$ cat src/rtl/ibus_axi_refill_bridge_if.sv
// Signal bundle between the ICache refill/uncached ports and the AXI read channel of the refill bridge.
// The "slave" modport is the bridge; "master" is the ICache requester together with the AXI slave.
interface ibus_axi_refill_bridge_if #(
    parameter int LINE_WORD_NUM = 4,
    parameter int ID_WIDTH      = 4
);
    logic                          ic_rd_req;
    logic [31:0]                   ic_rd_addr;
    logic                          ic_rd_rdy;
    logic                          ic_ret_valid;
    logic [32*LINE_WORD_NUM-1:0]   ic_ret_data;
    logic                          unc_rd_req;
    logic [31:0]                   unc_rd_addr;
    logic                          unc_rd_rdy;
    logic                          unc_ret_valid;
    logic [31:0]                   unc_ret_data;
    logic [ID_WIDTH-1:0]           arid;
    logic [31:0]                   araddr;
    logic [7:0]                    arlen;
    logic [2:0]                    arsize;
    logic [1:0]                    arburst;
    logic                          arvalid;
    logic                          arready;
    logic [ID_WIDTH-1:0]           rid;
    logic [1:0]                    rresp;
    logic [31:0]                   rdata;
    logic                          rlast;
    logic                          rvalid;
    logic                          rready;

    modport master (
        output ic_rd_req, ic_rd_addr, unc_rd_req, unc_rd_addr,
        output arready, rid, rresp, rdata, rlast, rvalid,
        input  ic_rd_rdy, ic_ret_valid, ic_ret_data, unc_rd_rdy, unc_ret_valid, unc_ret_data,
        input  arid, araddr, arlen, arsize, arburst, arvalid, rready
    );

    modport slave (
        input  ic_rd_req, ic_rd_addr, unc_rd_req, unc_rd_addr,
        input  arready, rid, rresp, rdata, rlast, rvalid,
        output ic_rd_rdy, ic_ret_valid, ic_ret_data, unc_rd_rdy, unc_ret_valid, unc_ret_data,
        output arid, araddr, arlen, arsize, arburst, arvalid, rready
    );
endinterface

$ cat src/rtl/ibus_axi_refill_bridge.sv
// ICache refill / uncached instruction fetch to AXI4 read bridge: one transaction at a time,
// refills as INCR bursts of LINE_WORD_NUM beats, uncached reads as single beats.
module ibus_axi_refill_bridge #(
    parameter int LINE_WORD_NUM = 4,
    parameter int ID_WIDTH      = 4,
    parameter int AXI_ID        = 0
) (
    input  logic                    clk,
    input  logic                    resetn,
    ibus_axi_refill_bridge_if.slave bus
);
    localparam int                CNT_W    = $clog2(LINE_WORD_NUM) + 1;
    localparam int                IDX_W    = CNT_W - 1;
    localparam logic [31:0]       OFF_MASK = 32'(4 * LINE_WORD_NUM - 1);
    localparam logic [CNT_W-1:0]  CNT_FULL = CNT_W'(LINE_WORD_NUM);

    typedef enum logic [1:0] {
        S_IDLE = 2'd0,
        S_AR   = 2'd1,
        S_R    = 2'd2,
        S_DONE = 2'd3
    } state_t;

    state_t                          state_r;
    state_t                          state_s;
    logic [31:0]                     araddr_r;
    logic [7:0]                      arlen_r;
    logic                            is_ic_r;
    logic [CNT_W-1:0]                cnt_r;
    logic [LINE_WORD_NUM-1:0][31:0]  line_r;
    logic [LINE_WORD_NUM-1:0][31:0]  line_s;
    logic [LINE_WORD_NUM-1:0][31:0]  ic_ret_data_r;
    logic [31:0]                     unc_ret_data_r;
    logic                            ic_ret_valid_r;
    logic                            unc_ret_valid_r;
    logic                            ic_grant_s;
    logic                            unc_grant_s;
    logic                            beat_s;
    logic                            last_beat_s;
    logic                            wr_en_s;
    logic                            unused_s;

    // rid/rresp carry no information with a single outstanding read
    assign unused_s    = ^{bus.rid, bus.rresp};
    assign beat_s      = (state_r == S_R) && bus.rvalid;
    assign last_beat_s = beat_s && bus.rlast;
    assign wr_en_s     = beat_s && (cnt_r < CNT_FULL);

    // Next-state decode and request grants; the refill port has priority
    always_comb begin
        state_s     = state_r;
        ic_grant_s  = 1'b0;
        unc_grant_s = 1'b0;
        case (state_r)
            S_IDLE: begin
                if (bus.ic_rd_req) begin
                    ic_grant_s = 1'b1;
                    state_s    = S_AR;
                end else if (bus.unc_rd_req) begin
                    unc_grant_s = 1'b1;
                    state_s     = S_AR;
                end else begin
                    state_s = S_IDLE;
                end
            end
            S_AR: begin
                if (bus.arready) begin
                    state_s = S_R;
                end else begin
                    state_s = S_AR;
                end
            end
            S_R: begin
                if (last_beat_s) begin
                    state_s = S_DONE;
                end else begin
                    state_s = S_R;
                end
            end
            S_DONE:  state_s = S_IDLE;
            default: state_s = S_IDLE;
        endcase
    end

    // Line buffer with the current beat merged in; beats past the end of the line are dropped
    always_comb begin
        line_s = line_r;
        if (wr_en_s) begin
            line_s[cnt_r[IDX_W-1:0]] = bus.rdata;
        end else begin
            line_s = line_r;
        end
    end

    // State, request capture, beat assembly and registered return outputs
    always_ff @(posedge clk) begin
        if (!resetn) begin
            state_r         <= S_IDLE;
            araddr_r        <= 32'h0000_0000;
            arlen_r         <= 8'h00;
            is_ic_r         <= 1'b0;
            cnt_r           <= '0;
            line_r          <= '0;
            ic_ret_data_r   <= '0;
            unc_ret_data_r  <= 32'h0000_0000;
            ic_ret_valid_r  <= 1'b0;
            unc_ret_valid_r <= 1'b0;
        end else begin
            state_r         <= state_s;
            ic_ret_valid_r  <= last_beat_s && is_ic_r;
            unc_ret_valid_r <= last_beat_s && !is_ic_r;
            if (ic_grant_s) begin
                araddr_r <= bus.ic_rd_addr & ~OFF_MASK;
                arlen_r  <= 8'(LINE_WORD_NUM - 1);
                is_ic_r  <= 1'b1;
                cnt_r    <= '0;
                line_r   <= '0;
            end else if (unc_grant_s) begin
                araddr_r <= bus.unc_rd_addr;
                arlen_r  <= 8'h00;
                is_ic_r  <= 1'b0;
                cnt_r    <= '0;
                line_r   <= '0;
            end else if (wr_en_s) begin
                line_r <= line_s;
                cnt_r  <= cnt_r + CNT_W'(1);
            end
            // Return data is latched only on completion so it holds between transactions
            if (last_beat_s && is_ic_r) begin
                ic_ret_data_r <= line_s;
            end
            if (last_beat_s && !is_ic_r) begin
                unc_ret_data_r <= line_s[0];
            end
        end
    end

    assign bus.ic_rd_rdy     = ic_grant_s;
    assign bus.unc_rd_rdy    = unc_grant_s;
    assign bus.ic_ret_valid  = ic_ret_valid_r;
    assign bus.ic_ret_data   = ic_ret_data_r;
    assign bus.unc_ret_valid = unc_ret_valid_r;
    assign bus.unc_ret_data  = unc_ret_data_r;
    assign bus.arid          = ID_WIDTH'(AXI_ID);
    assign bus.araddr        = araddr_r;
    assign bus.arlen         = arlen_r;
    assign bus.arsize        = 3'b010;
    assign bus.arburst       = 2'b01;
    assign bus.arvalid       = (state_r == S_AR);
    assign bus.rready        = (state_r == S_R);
endmodule

$ cat src/flat_wrapper.sv
// flat-port wrapper written by rule: the top's interface ports become plain ports
module ibus_axi_refill_bridge_flat 
#(
    parameter int LINE_WORD_NUM = 4,
    parameter int ID_WIDTH      = 4,
    parameter int AXI_ID        = 0
)
  (clk, resetn, bus_ic_rd_req, bus_ic_rd_addr, bus_unc_rd_req, bus_unc_rd_addr, bus_arready, bus_rid, bus_rresp, bus_rdata, bus_rlast, bus_rvalid, bus_ic_rd_rdy, bus_ic_ret_valid, bus_ic_ret_data, bus_unc_rd_rdy, bus_unc_ret_valid, bus_unc_ret_data, bus_arid, bus_araddr, bus_arlen, bus_arsize, bus_arburst, bus_arvalid, bus_rready);
  ibus_axi_refill_bridge_if #(.LINE_WORD_NUM(LINE_WORD_NUM), .ID_WIDTH(ID_WIDTH)) bus_i ();
  input  logic clk;
  input  logic resetn;
  input wire logic [$bits(bus_i.ic_rd_req)-1:0] bus_ic_rd_req;
  input wire logic [$bits(bus_i.ic_rd_addr)-1:0] bus_ic_rd_addr;
  input wire logic [$bits(bus_i.unc_rd_req)-1:0] bus_unc_rd_req;
  input wire logic [$bits(bus_i.unc_rd_addr)-1:0] bus_unc_rd_addr;
  input wire logic [$bits(bus_i.arready)-1:0] bus_arready;
  input wire logic [$bits(bus_i.rid)-1:0] bus_rid;
  input wire logic [$bits(bus_i.rresp)-1:0] bus_rresp;
  input wire logic [$bits(bus_i.rdata)-1:0] bus_rdata;
  input wire logic [$bits(bus_i.rlast)-1:0] bus_rlast;
  input wire logic [$bits(bus_i.rvalid)-1:0] bus_rvalid;
  output wire logic [$bits(bus_i.ic_rd_rdy)-1:0] bus_ic_rd_rdy;
  output wire logic [$bits(bus_i.ic_ret_valid)-1:0] bus_ic_ret_valid;
  output wire logic [$bits(bus_i.ic_ret_data)-1:0] bus_ic_ret_data;
  output wire logic [$bits(bus_i.unc_rd_rdy)-1:0] bus_unc_rd_rdy;
  output wire logic [$bits(bus_i.unc_ret_valid)-1:0] bus_unc_ret_valid;
  output wire logic [$bits(bus_i.unc_ret_data)-1:0] bus_unc_ret_data;
  output wire logic [$bits(bus_i.arid)-1:0] bus_arid;
  output wire logic [$bits(bus_i.araddr)-1:0] bus_araddr;
  output wire logic [$bits(bus_i.arlen)-1:0] bus_arlen;
  output wire logic [$bits(bus_i.arsize)-1:0] bus_arsize;
  output wire logic [$bits(bus_i.arburst)-1:0] bus_arburst;
  output wire logic [$bits(bus_i.arvalid)-1:0] bus_arvalid;
  output wire logic [$bits(bus_i.rready)-1:0] bus_rready;
  assign bus_i.ic_rd_req = bus_ic_rd_req;
  assign bus_i.ic_rd_addr = bus_ic_rd_addr;
  assign bus_i.unc_rd_req = bus_unc_rd_req;
  assign bus_i.unc_rd_addr = bus_unc_rd_addr;
  assign bus_i.arready = bus_arready;
  assign bus_i.rid = bus_rid;
  assign bus_i.rresp = bus_rresp;
  assign bus_i.rdata = bus_rdata;
  assign bus_i.rlast = bus_rlast;
  assign bus_i.rvalid = bus_rvalid;
  assign bus_ic_rd_rdy = bus_i.ic_rd_rdy;
  assign bus_ic_ret_valid = bus_i.ic_ret_valid;
  assign bus_ic_ret_data = bus_i.ic_ret_data;
  assign bus_unc_rd_rdy = bus_i.unc_rd_rdy;
  assign bus_unc_ret_valid = bus_i.unc_ret_valid;
  assign bus_unc_ret_data = bus_i.unc_ret_data;
  assign bus_arid = bus_i.arid;
  assign bus_araddr = bus_i.araddr;
  assign bus_arlen = bus_i.arlen;
  assign bus_arsize = bus_i.arsize;
  assign bus_arburst = bus_i.arburst;
  assign bus_arvalid = bus_i.arvalid;
  assign bus_rready = bus_i.rready;
  ibus_axi_refill_bridge #(.LINE_WORD_NUM(LINE_WORD_NUM), .ID_WIDTH(ID_WIDTH), .AXI_ID(AXI_ID)) u_core (.clk(clk), .resetn(resetn), .bus(bus_i));
endmodule
$ cat config.mk
export PLATFORM = sky130hd
export DESIGN_NAME = ibus_axi_refill_bridge_flat
export DESIGN_NICKNAME = d
export VERILOG_FILES = /design/src/rtl/ibus_axi_refill_bridge_if.sv /design/src/rtl/ibus_axi_refill_bridge.sv /design/src/flat_wrapper.sv
export SDC_FILE = /design/constraint.sdc
export NUM_CORES = 1
export LEC_CHECK = 0
export ABC_AREA = 0
export BUFFER_PORTS_ARGS = -buffer_cell sky130_fd_sc_hd__buf_2
export CORE_UTILIZATION = 40
export CTS_CLUSTER_SIZE = 10
export DETAILED_ROUTE_END_ITERATION = 16
export GPL_TIMING_DRIVEN = 1
export SLEW_MARGIN = 20
export SYNTH_ARGS = -nofsm -noshare
export SYNTH_HDL_FRONTEND = slang
export SYNTH_SLANG_ARGS = --single-unit
export TNS_END_PERCENT = 30
$ cat constraint.sdc
create_clock -name clk -period 3.2 [get_ports clk]
set_clock_uncertainty 0.05 [all_clocks]
set_input_delay 0.32 -clock clk [delete_from_list [all_inputs] [get_ports clk]]
set_output_delay 0.32 -clock clk [all_outputs]
set_load 0.05 [all_outputs]
---- After elaboration in Yosys (flattened, before gate mapping) ----
Index checks and enable logic that the tools add are counted.
cells by class
  $add $sub $neg .......................... 1
  multipliers ............................. 0
  divide/modulo/power cells ............... 0
  order comparisons ....................... 3
  equality and inequality tests ........... 3
  shift operators ......................... 0
  mux-type cells .......................... 20
  bitwise operators ....................... 1
  reductions and logical operators ........ 11
operators by type and width
  cell                 number
  $bwmux 128           1
  $mux 128             1
  $mux 32              3
  $demux 32 s2         1
  $mux 1               9
  $mux 2               4
  $pmux 2 s4           1
  $logic_and 1x1->1    6
  $eq 2x2->1 const B   2
  $add 3x1->3 const B  1
  $lt 2x3->1 const B   1
  $lt 3x3->1 const B   1
  $reduce_or 3->1      1
  $eq 2x1->1 const B   1
  $ge 2x1->1 const B   1
  $logic_not 2->1      1
  $reduce_bool 2->1    1
  $reduce_or 2->1      1
  $logic_not 1->1      1
  $not 1->1            1
word-level totals
  register bits after elaboration ......... 330
  latch bits .............................. 0
  bits in writable memories ............... 0
  bits in read-only memories .............. 0
  input bits .............................. 109
  output and inout port bits .............. 215
  memories ................................ 0

---- Longest topological paths before layout ----
Gate-level depths: netlist of run 1.
  depth after elaboration ................. 6
  gate-level depth with buffers ........... 7
  mapped depth without buffers ............ 5

---- Least setup slack after synthesis of run 1 ----
Ideal clock, no wire load.
  kind .................................... input to register
  from .................................... input port bus_ic_rd_req
  to ...................................... register u_core.araddr_r[0], in the netlist u_core.bus.araddr[0]
  setup time .............................. 0.076 ns
  data arrival time ....................... 1.811 ns
  data required time ...................... 3.074 ns
  slack ................................... 1.263 ns
  cell stages on the path ................. 4
  path buffers ............................ 1
  path through ............................ clkbuf_1 -> nor4b_2 -> nand2_1 -> a21boi_0
RTL lines
  what                      RTL line                       source
  start, declared           flat_wrapper.sv:12             input wire logic [$bits(bus_i.ic_rd_req)-1:0] bus_ic_rd_req;
  $mux 1                    ibus_axi_refill_bridge.sv:56   if (bus.ic_rd_req) begin
  $mux 1                    ibus_axi_refill_bridge.sv:54   case (state_r)
  named net bus_unc_rd_rdy  flat_wrapper.sv:25             output wire logic [$bits(bus_i.unc_rd_rdy)-1:0] bus_unc_rd_rdy;
  end signal, assigned      ibus_axi_refill_bridge.sv:113  araddr_r <= bus.ic_rd_addr & ~OFF_MASK;
  end signal, assigned      ibus_axi_refill_bridge.sv:119  araddr_r <= bus.unc_rd_addr;
  end, declared             ibus_axi_refill_bridge.sv:26   logic [31:0] araddr_r;
The timed path passes the listed nets, and every way through them passes these cells.
A chain may end at the register's enable or synchronous reset.

==> results of run 1 <==
-- cell type report --
cell class,instances,area (um^2),share of cell area (%)
multi-input combinational,742,5910,37.1
timing repair buffer,323,1750,11.0
clock inverter,5,63.8,0.400
clock buffer,48,1080,6.80
inverter,5,18.8,0.118
sequential,328,6570,41.2
tap,435,544,3.42
-- critical path, cell delays in order, from the launching register on --
cell,delay [ps]
dfxtp_1,430
and4b_1,500
nand3_4,610
buf_4,480
o2bb2ai_1,170
-- worst max path at each step --
stage / start / to / depth (start not counted)
global route: flop / u_core.bus.ic_ret_data[16] / 4
detailed placement: flop / u_core.bus.ic_ret_data[112] / 4
global placement: flop / u_core.bus.ic_ret_data[15] / 4
floorplan: bus_ic_rd_req / u_core.bus.araddr[0] / 4
finish: flop / u_core.bus.ic_ret_data[18] / 4
CTS: flop / u_core.bus.ic_ret_data[51] / 4
-- state kept, by name, summed over array words and instances, names as in the netlist, named ones only --
register	count
u_core.bus.ic_ret_data	128
u_core.line_r	128
u_core.bus.araddr	32
u_core.bus.unc_ret_data	32
u_core.cnt_r	3
u_core.bus.arlen	1
u_core.bus.ic_ret_valid	1
u_core.bus.unc_ret_valid	1
u_core.state_r	1
-- metrics by stage --
| step | area, um^2 | utilization (%) | setup WS (ps) | power, mW | std cells |
|---|---|---|---|---|---|
| after floorplan | 13100 | - | 1260 | 4.77 | 1194 |
| after global placement | 14700 | 46.3 | 885 | 4.97 | 1829 |
| after detailed placement | 14700 | 46.3 | 844 | 4.98 | 1829 |
| after CTS | 15900 | 50.0 | 815 | 9.08 | 1886 |
| after global routing | 15900 | 50.0 | 675 | 9.29 | 1886 |
| final | 15900 | 50.0 | 833 | 8.96 | 1886 |
-- cell usage after synthesis (2+ instances only) --
library cell / number
conb_1: 2
nor2_1: 134
a21boi_0: 30
ha_1: 4
a21oi_1: 2
nand2_1: 32
o2bb2ai_1: 160
nand3_1: 2
o21ai_0: 32
mux2i_1: 127
nand3b_1: 28
mux2_2: 128
a21boi_1: 4
nor2b_1: 4
inv_1: 5
buf_4: 25
dfxtp_1: 328
a21o_1: 28
clkbuf_1: 41
buf_6: 10
buf_2: 41
mux2i_2: 2
-- cells in the final DEF, fill, tap and decap left out, drive strengths merged --
master	count
o31a	1
nand3b	28
a21o	28
mux2	128
nor2	134
and4b	1
clkinv	3
nand2	32
nor2b	4
o21ai	33
and4bb	1
a21oi	2
a31oi	1
clkbuf	48
inv	5
or2	1
ha	4
a21boi	34
dfxtp	328
o2bb2ai	160
conb	15
buf	319
and2	1
o21a	1
dlygate4sd3	4
mux2i	129
bufinv	1
nand3	2
nor4b	1
clkinvlp	1
xnor2	1
-- cell families (layout without fill, tap and decap cells) --
| group | count (synthesis) | in the layout | share of synthesized area [%] |
|---|---|---|---|
| and+or+nand+nor | 205 | 205 | 7.03 |
| xor gates and xnor gates | 1 | 1 | 0.0671 |
| other | 2 | 15 | 0.0575 |
| adders and majority gates | 4 | 4 | 0.383 |
| AOI/OAI and AO/OA | 260 | 260 | 15.8 |
| muxes | 257 | 257 | 21.0 |
| DFF | 328 | 328 | 50.3 |
| buffers and inverters | 124 | 381 | 5.38 |
-- timing repair --
item	4_1_cts	5_1_grt
hold buffers	4	0
hold endpoints to repair	4	0
resized for setup	0	0
-- where the power goes --
group	switching, mW	internal, mW
Sequential	0.0236	4.13
Clock	1.63	2.44
Combinational	0.515	0.219
Total	2.17	6.79
-- metal layers --
| layer | vias up | share of wire (%) |
|---|---|---|
| met3 | 43 | 5.2 |
| li1 | 4727 | - |
| met5 | - | 0 |
| met4 | 0 | 1.9 |
| met1 | 4671 | 46 |
| met2 | 224 | 47 |
==> results.json, run 1 <==
{
  "crit_type": "reg2reg",
  "cts_max_level": 2,
  "syn_area_um2": 13100,
  "p_per_area_nw_per_um2": 562,
  "num_rows": 65,
  "grt_pass1_vias": 9423,
  "synthTopCellsByArea": "dfxtp_1 (50%), mux2_2 (11%), o2bb2ai_1 (11%)",
  "postCtsSetupBuffers": 0,
  "r2r_cells": 4,
  "required_ps": 3590,
  "cts_root_buffer": "clkbuf_16",
  "grt_pass1_wl_um": 53200,
  "hold_viol": 0,
  "hold_depth": 3,
  "clockBufferDepth": 3,
  "synthArstFlopShare_pct": 0,
  "port-buffer-count": 298,
  "synthCells": 1181,
  "overflow": 0,
  "ys.flop_type": "dfxtp_1",
  "pin_count": 324,
  "p_leak_nw": 6.36,
  "yosysSeqAreaShare_pct": 50.3,
  "synth.avg_cell_area_um2": 11.1,
  "n_fill_cell": 3055,
  "yosys_register_bits": 328,
  "synth_edf_count": 0,
  "nNetsFinal": 1553,
  "die-height_um": 183,
  "timing.rr.end": "u_core.bus.ic_ret_data[18]",
  "arrival_ps": 2750,
  "min_period_over_period_pct": 74.0,
  "max-cap-violations": 0,
  "cts.sinks": 328,
  "place.gp.congestion": 0.735,
  "use_met2_pct": 32.6,
  "die_area_um2": 33400,
  "fin_setup_tns_ps": 0,
  "hold_ws_ps": 25.3,
  "cp-end-kind": "flop",
  "syn2layout_area_growth_pct": 22.0,
  "vias_per_cell": 5.12,
  "outcome": "finished clean",
  "drtAntennaViolNets": 0,
  "n_antenna_cell": 0,
  "grt_setup_unrepaired": "no",
  "cts_buffers": 40,
  "reg2reg_slack_ps": 830,
  "drive_above_1_share_pct": 35.1,
  "grt.busiest_layer": "met2",
  "peakVddDrop_uv": 383,
  "ys_warn_count": 0,
  "drt_iter0_drc": 431,
  "totalWireLength_um": 33600,
  "drcViolationCount": 0,
  "start_util_pct": 41.0,
  "grt_max_degree": 91,
  "yosys.area.top_type": "dfxtp_1",
  "slew_viol_final": 0,
  "finalSetupViolations": 0,
  "use_met1_pct": 26.5,
  "timing_worst_slew_pin_value_ps": 750,
  "synth_top_area_share_pct": 50.3,
  "vias": 9665,
  "startpoint_type": "flop",
  "grt_antenna_before_repair": 0,
  "grtUsageMet3_pct": 4.25,
  "firstDrtPassIters": 4,
  "routedWlPerCell_um": 17.8,
  "dp_hpwl_um": 21000,
  "slew_headroom_pct": 50.0,
  "crit_fanout": 51,
  "min_period_ps": 2370,
  "clk_pin_slew_worst_paths_ps": 50,
  "synth_cell_types": 34,
  "fmax_mhz": 422,
  "grtUsageTotal_pct": 19.9,
  "cts_tree": "built",
  "clk_latency_ps": 510,
  "worstHoldStart": "bus_arready",
  "die_x_um": 183,
  "core_area_um2": 31900,
  "min_path_type": "in2reg"
}
Power figures use the tool's default switching activity.
==> inputs of run 2 (changes only) <==
==> constraint.sdc (replaced) <==
create_clock -name clk -period 2.43 [get_ports clk]
set_clock_uncertainty 0.05 [all_clocks]
set_input_delay 0.243 -clock clk [delete_from_list [all_inputs] [get_ports clk]]
set_output_delay 0.243 -clock clk [all_outputs]
set_load 0.05 [all_outputs]
==> results.json, run 2 (synthesized netlist as in run 1, its figures left out) <==
{
  "fin_setup_tns_ps": 0,
  "multiInputGateArea_um2": 5910,
  "layout_common_cells": "dfxtp_1 (328), buf_2 (298), o2bb2ai_1 (160), nor2_1 (133), mux2_2 (128)",
  "hold_viol": 0,
  "drt_iter0_drc": 310,
  "grt_setup_unrepaired": "no",
  "clockBufferDepth": 3,
  "min_period_over_period_pct": 85.2,
  "grt_max_degree": 95,
  "peakVddDrop_uv": 474,
  "vias_per_cell": 5.14,
  "nNetsFinal": 1559,
  "crit_fanout": 22,
  "cts_max_level": 2,
  "crit_type": "reg2reg",
  "cts_root_buffer": "clkbuf_16",
  "die-height_um": 183,
  "seq_area_um2": 6570,
  "start_util_pct": 41.0,
  "clk_pin_slew_worst_paths_ps": 50,
  "max_stage_delay_ps": 780,
  "grtUsageTotal_pct": 19.8,
  "timing_worst_slew_pin_value_ps": 937,
  "overflow": 0,
  "cts_resized": 0,
  "p_comb_share_pct": 8.5,
  "min_path_type": "in2reg",
  "port-buffer-count": 298,
  "die_x_um": 183,
  "core_area_um2": 31900,
  "place.gp.congestion": 0.747,
  "p_per_area_nw_per_um2": 717,
  "cts_buffers": 39,
  "dp_slack_ps": 355,
  "power_frac_seq_pct": 47.8,
  "cts.sinks": 328,
  "finalSetupViolations": 0,
  "outcome": "finished clean",
  "p_leak_nw": 6.37,
  "syn2layout_area_growth_pct": 22.0,
  "startpoint_type": "flop",
  "min_period_ps": 2070,
  "pin_count": 324,
  "slew_viol_final": 0,
  "cp-end-kind": "flop",
  "num_rows": 65,
  "cts_tree": "built",
  "firstDrtPassIters": 4,
  "n_fill_cell": 3027,
  "vias": 9697,
  "slew_headroom_pct": 37.3,
  "required_ps": 2810,
  "cp_top_family": "compound AO/OA/AOI/OAI gates",
  "dp_hpwl_um": 21000,
  "die_area_um2": 33400,
  "path_cells": "inv_1 > a21boi_4 > buf_4 > o2bb2ai_1",
  "grt_pass1_vias": 9481,
  "final_common_cell": "dfxtp_1",
  "worst_slack_ps": 360,
  "grt_pass1_wl_um": 52900,
  "drtAntennaViolNets": 0,
  "p_int_mw": 8.64,
  "max-cap-violations": 0,
  "critPathSlowestCell": "a21boi_4",
  "arrival_ps": 2450,
  "routedWlPerCell_um": 17.9,
  "drcViolationCount": 0,
  "fmax_mhz": 483,
  "grt_antenna_before_repair": 1,
  "totalWireLength_um": 33800,
  "clk_latency_ps": 510,
  "critical_path_buf_inv_count": 2,
  "p_sw_mw": 2.79,
  "pwr-share-clk_pct": 43.6,
  "drive_above_1_share_pct": 35.2,
  "swShare_pct": 24.4
}
-- run 2: metal layers --
metal / global-route usage (%) / vias to the layer above / part of all wire, %
met5: 0 / - / 0
met4: 5.92 / 0 / 2.4
met3: 4.53 / 61 / 5.4
met2: 32.4 / 232 / 45
met1: 26.0 / 4677 / 47
li1: - / 4727 / -
-- run 2: worst paths after layout --
path | endpoint | slack (ps) | cells after the start | startpoint
setup / recovery | u_core.bus.unc_ret_data[8] | 360 | 4 | u_core.bus.arlen[0]
hold reg to reg | u_core.bus.ic_ret_data[42] | 400 | 1 | u_core.bus.ic_ret_data[42]
setup reg to reg | u_core.bus.unc_ret_data[8] | 360 | 4 | u_core.bus.arlen[0]
hold / removal | u_core.bus.araddr[26] | 40 | 4 | bus_ic_rd_addr[26]
-- run 2: what timing repair did --
action	4_1_cts	5_1_grt
endpoints found under the hold margin	6	0
setup buffers	0	0
hold buffers	6	0
-- run 2: per-stage QoR --
stage                     hold slack, ps  util, %  power (mW)  instances  area [um^2]
final                               42.4     50.0        11.4       1887        15900
after floorplan                      338        -        6.28       1194        13100
after CTS                           18.2     50.0        11.6       1886        15900
after global routing                48.1     50.0        11.9       1886        15900
after global placement               390     46.6        6.55       1834        14800
after detailed placement             391     46.6        6.56       1834        14800
-- run 2: power by group through the flow --
stage	clock network [mW]	logic (mW)	registers, mW
CTS	5.13	0.986	5.47
floorplan	0	0.545	5.74
global placement	0	0.968	5.58
global route	5.34	1.05	5.47
detailed placement	0	0.976	5.58
finish	4.99	0.976	5.47
-- run 2: tightest hold or removal path, stage by stage --
cell,delay [ps]
buf_2,100
nand2_1,50
a21o_1,90
a21boi_0,60
-- run 2: area by class of cell --
type	instances	area share, %
sequential	328	41.2
inverter	5	0.118
tap	435	3.41
multi-input combinational	742	37.1
timing repair buffer	330	11.7
clock buffer	43	6.34
clock inverter	3	0.118
antenna	1	0.0157
==> inputs of run 3 (changes only) <==
==> constraint.sdc (replaced) <==
create_clock -name clk -period 2.7 [get_ports clk]
set_clock_uncertainty 0.05 [all_clocks]
set_input_delay 0.27 -clock clk [delete_from_list [all_inputs] [get_ports clk]]
set_output_delay 0.27 -clock clk [all_outputs]
set_load 0.05 [all_outputs]
==> results.json, run 3 (synthesized netlist as in run 1, its figures left out) <==
{
  "path_cells": "and4b_1 > nand3_4 > buf_12 > o2bb2ai_1",
  "crit_fanout": 63,
  "max-cap-violations": 0,
  "core_area_um2": 31900,
  "min_period_ps": 2050,
  "clockBufferDepth": 3,
  "die_area_um2": 33400,
  "cts.sinks": 328,
  "critPathSlowestCell": "and4b_1",
  "dp_slack_ps": 668,
  "fin_util_pct": 50.0,
  "slew_headroom_pct": 54.9,
  "timing_worst_slew_pin_value_ps": 676,
  "totalWireLength_um": 34100,
  "outcome": "finished clean",
  "postCtsSetupBuffers": 0,
  "worst_slack_ps": 653,
  "cp_top_family": "simple AND/OR/NAND/NOR gates",
  "fmax_mhz": 489,
  "firstDrtPassIters": 4,
  "nNetsFinal": 1557,
  "reg2reg_slack_ps": 650,
  "grt_max_degree": 106,
  "grt_setup_unrepaired": "no",
  "fin_setup_tns_ps": 0,
  "hold_ws_ps": 56.1,
  "required_ps": 3080,
  "start_util_pct": 41.0,
  "place.gp.congestion": 0.733,
  "cts_tree": "built",
  "n_fill_cell": 3034,
  "max_stage_delay_ps": 510,
  "die_x_um": 183,
  "grtUsageTotal_pct": 20.0,
  "vias": 9762,
  "dp_hpwl_um": 21400,
  "fin_area_um2": 16000,
  "finalSetupViolations": 0,
  "p_per_area_nw_per_um2": 648,
  "cts_max_level": 2,
  "drive_above_1_share_pct": 35.0,
  "drt_iter0_drc": 440,
  "hold_viol": 0,
  "startpoint_type": "flop",
  "clk_pin_slew_worst_paths_ps": 60,
  "overflow": 0,
  "min_period_over_period_pct": 75.8,
  "port-buffer-count": 298,
  "arrival_ps": 2430,
  "routedWlPerCell_um": 18.1,
  "grt_antenna_before_repair": 2,
  "grt_pass1_wl_um": 53100,
  "clk_latency_ps": 510,
  "final_common_cell": "dfxtp_1",
  "grt_pass1_vias": 9535,
  "die-height_um": 183,
  "pin_count": 324,
  "critical_path_buf_inv_count": 1,
  "syn2layout_area_growth_pct": 22.1,
  "peakVddDrop_uv": 412,
  "layout_common_cells": "dfxtp_1 (328), buf_2 (298), o2bb2ai_1 (160), nor2_1 (133), mux2_2 (128)",
  "post_dp_cell_area_um2": 14800,
  "crit_type": "reg2reg",
  "drtAntennaViolNets": 0,
  "slew_viol_final": 0,
  "min_path_type": "in2reg",
  "vias_per_cell": 5.17,
  "cts_root_buffer": "clkbuf_16",
  "num_rows": 65,
  "drcViolationCount": 0,
  "cp-end-kind": "flop",
  "cts_buffers": 39,
  "p_leak_nw": 6.36
}
==> run 3: worst reg2reg max path, stage by stage (launching register included) <==
cell and delay, ps:
dfxtp_1 450, and4b_1 510, nand3_4 390, buf_12 330
o2bb2ai_1 240
==> run 3: timing repair <==
item	CTS	global route
hold buffers	6	0
resized for setup	0	0
endpoints found under the hold margin	6	0
==> run 3: metrics by stage <==
stage | power [mW] | cells
after CTS | 10.5 | 1887
final | 10.3 | 1888
after detailed placement | 5.90 | 1832
after global routing | 10.7 | 1888
after global placement | 5.90 | 1832
after floorplan | 5.65 | 1194
==> run 3: area by class of cell <==
class	instances	area [um^2]	area share, %
flip-flops and latches	328	6570	41.2
inverters	5	18.8	0.118
multi-input cells	742	5910	37.0
diodes	1	2.50	0.0157
clock buffers	48	1040	6.52
clock inverters	1	8.76	0.0549
well taps	435	544	3.41
repair buffers	328	1870	11.7
==> run 3: power breakdown <==
part	total, mW	switching (mW)	leakage [nW]	internal, mW
combinational	0.877	0.611	3.20	0.266
clock	4.54	1.88	0.514	2.66
sequential	4.92	0.0288	2.65	4.89
total	10.3	2.52	6.36	7.82
==> run 3: routing by layer <==
metal	global-route usage [%]	part of all wire (%)
met4	6.08	2.2
met5	0	0
met2	33.2	46
met1	26.0	46
met3	4.31	5.2
==> run 3: path summary, 6_finish.rpt <==
kind / startpoint / to / cells after the start
worst min register to register: u_core.bus.ic_ret_data[91] / u_core.bus.ic_ret_data[91] / 1
worst min-delay path: bus_ic_rd_addr[4] / u_core.bus.araddr[4] / 4
worst max-delay path: flop / u_core.bus.ic_ret_data[104] / 4
worst max register to register: flop / u_core.bus.ic_ret_data[104] / 4
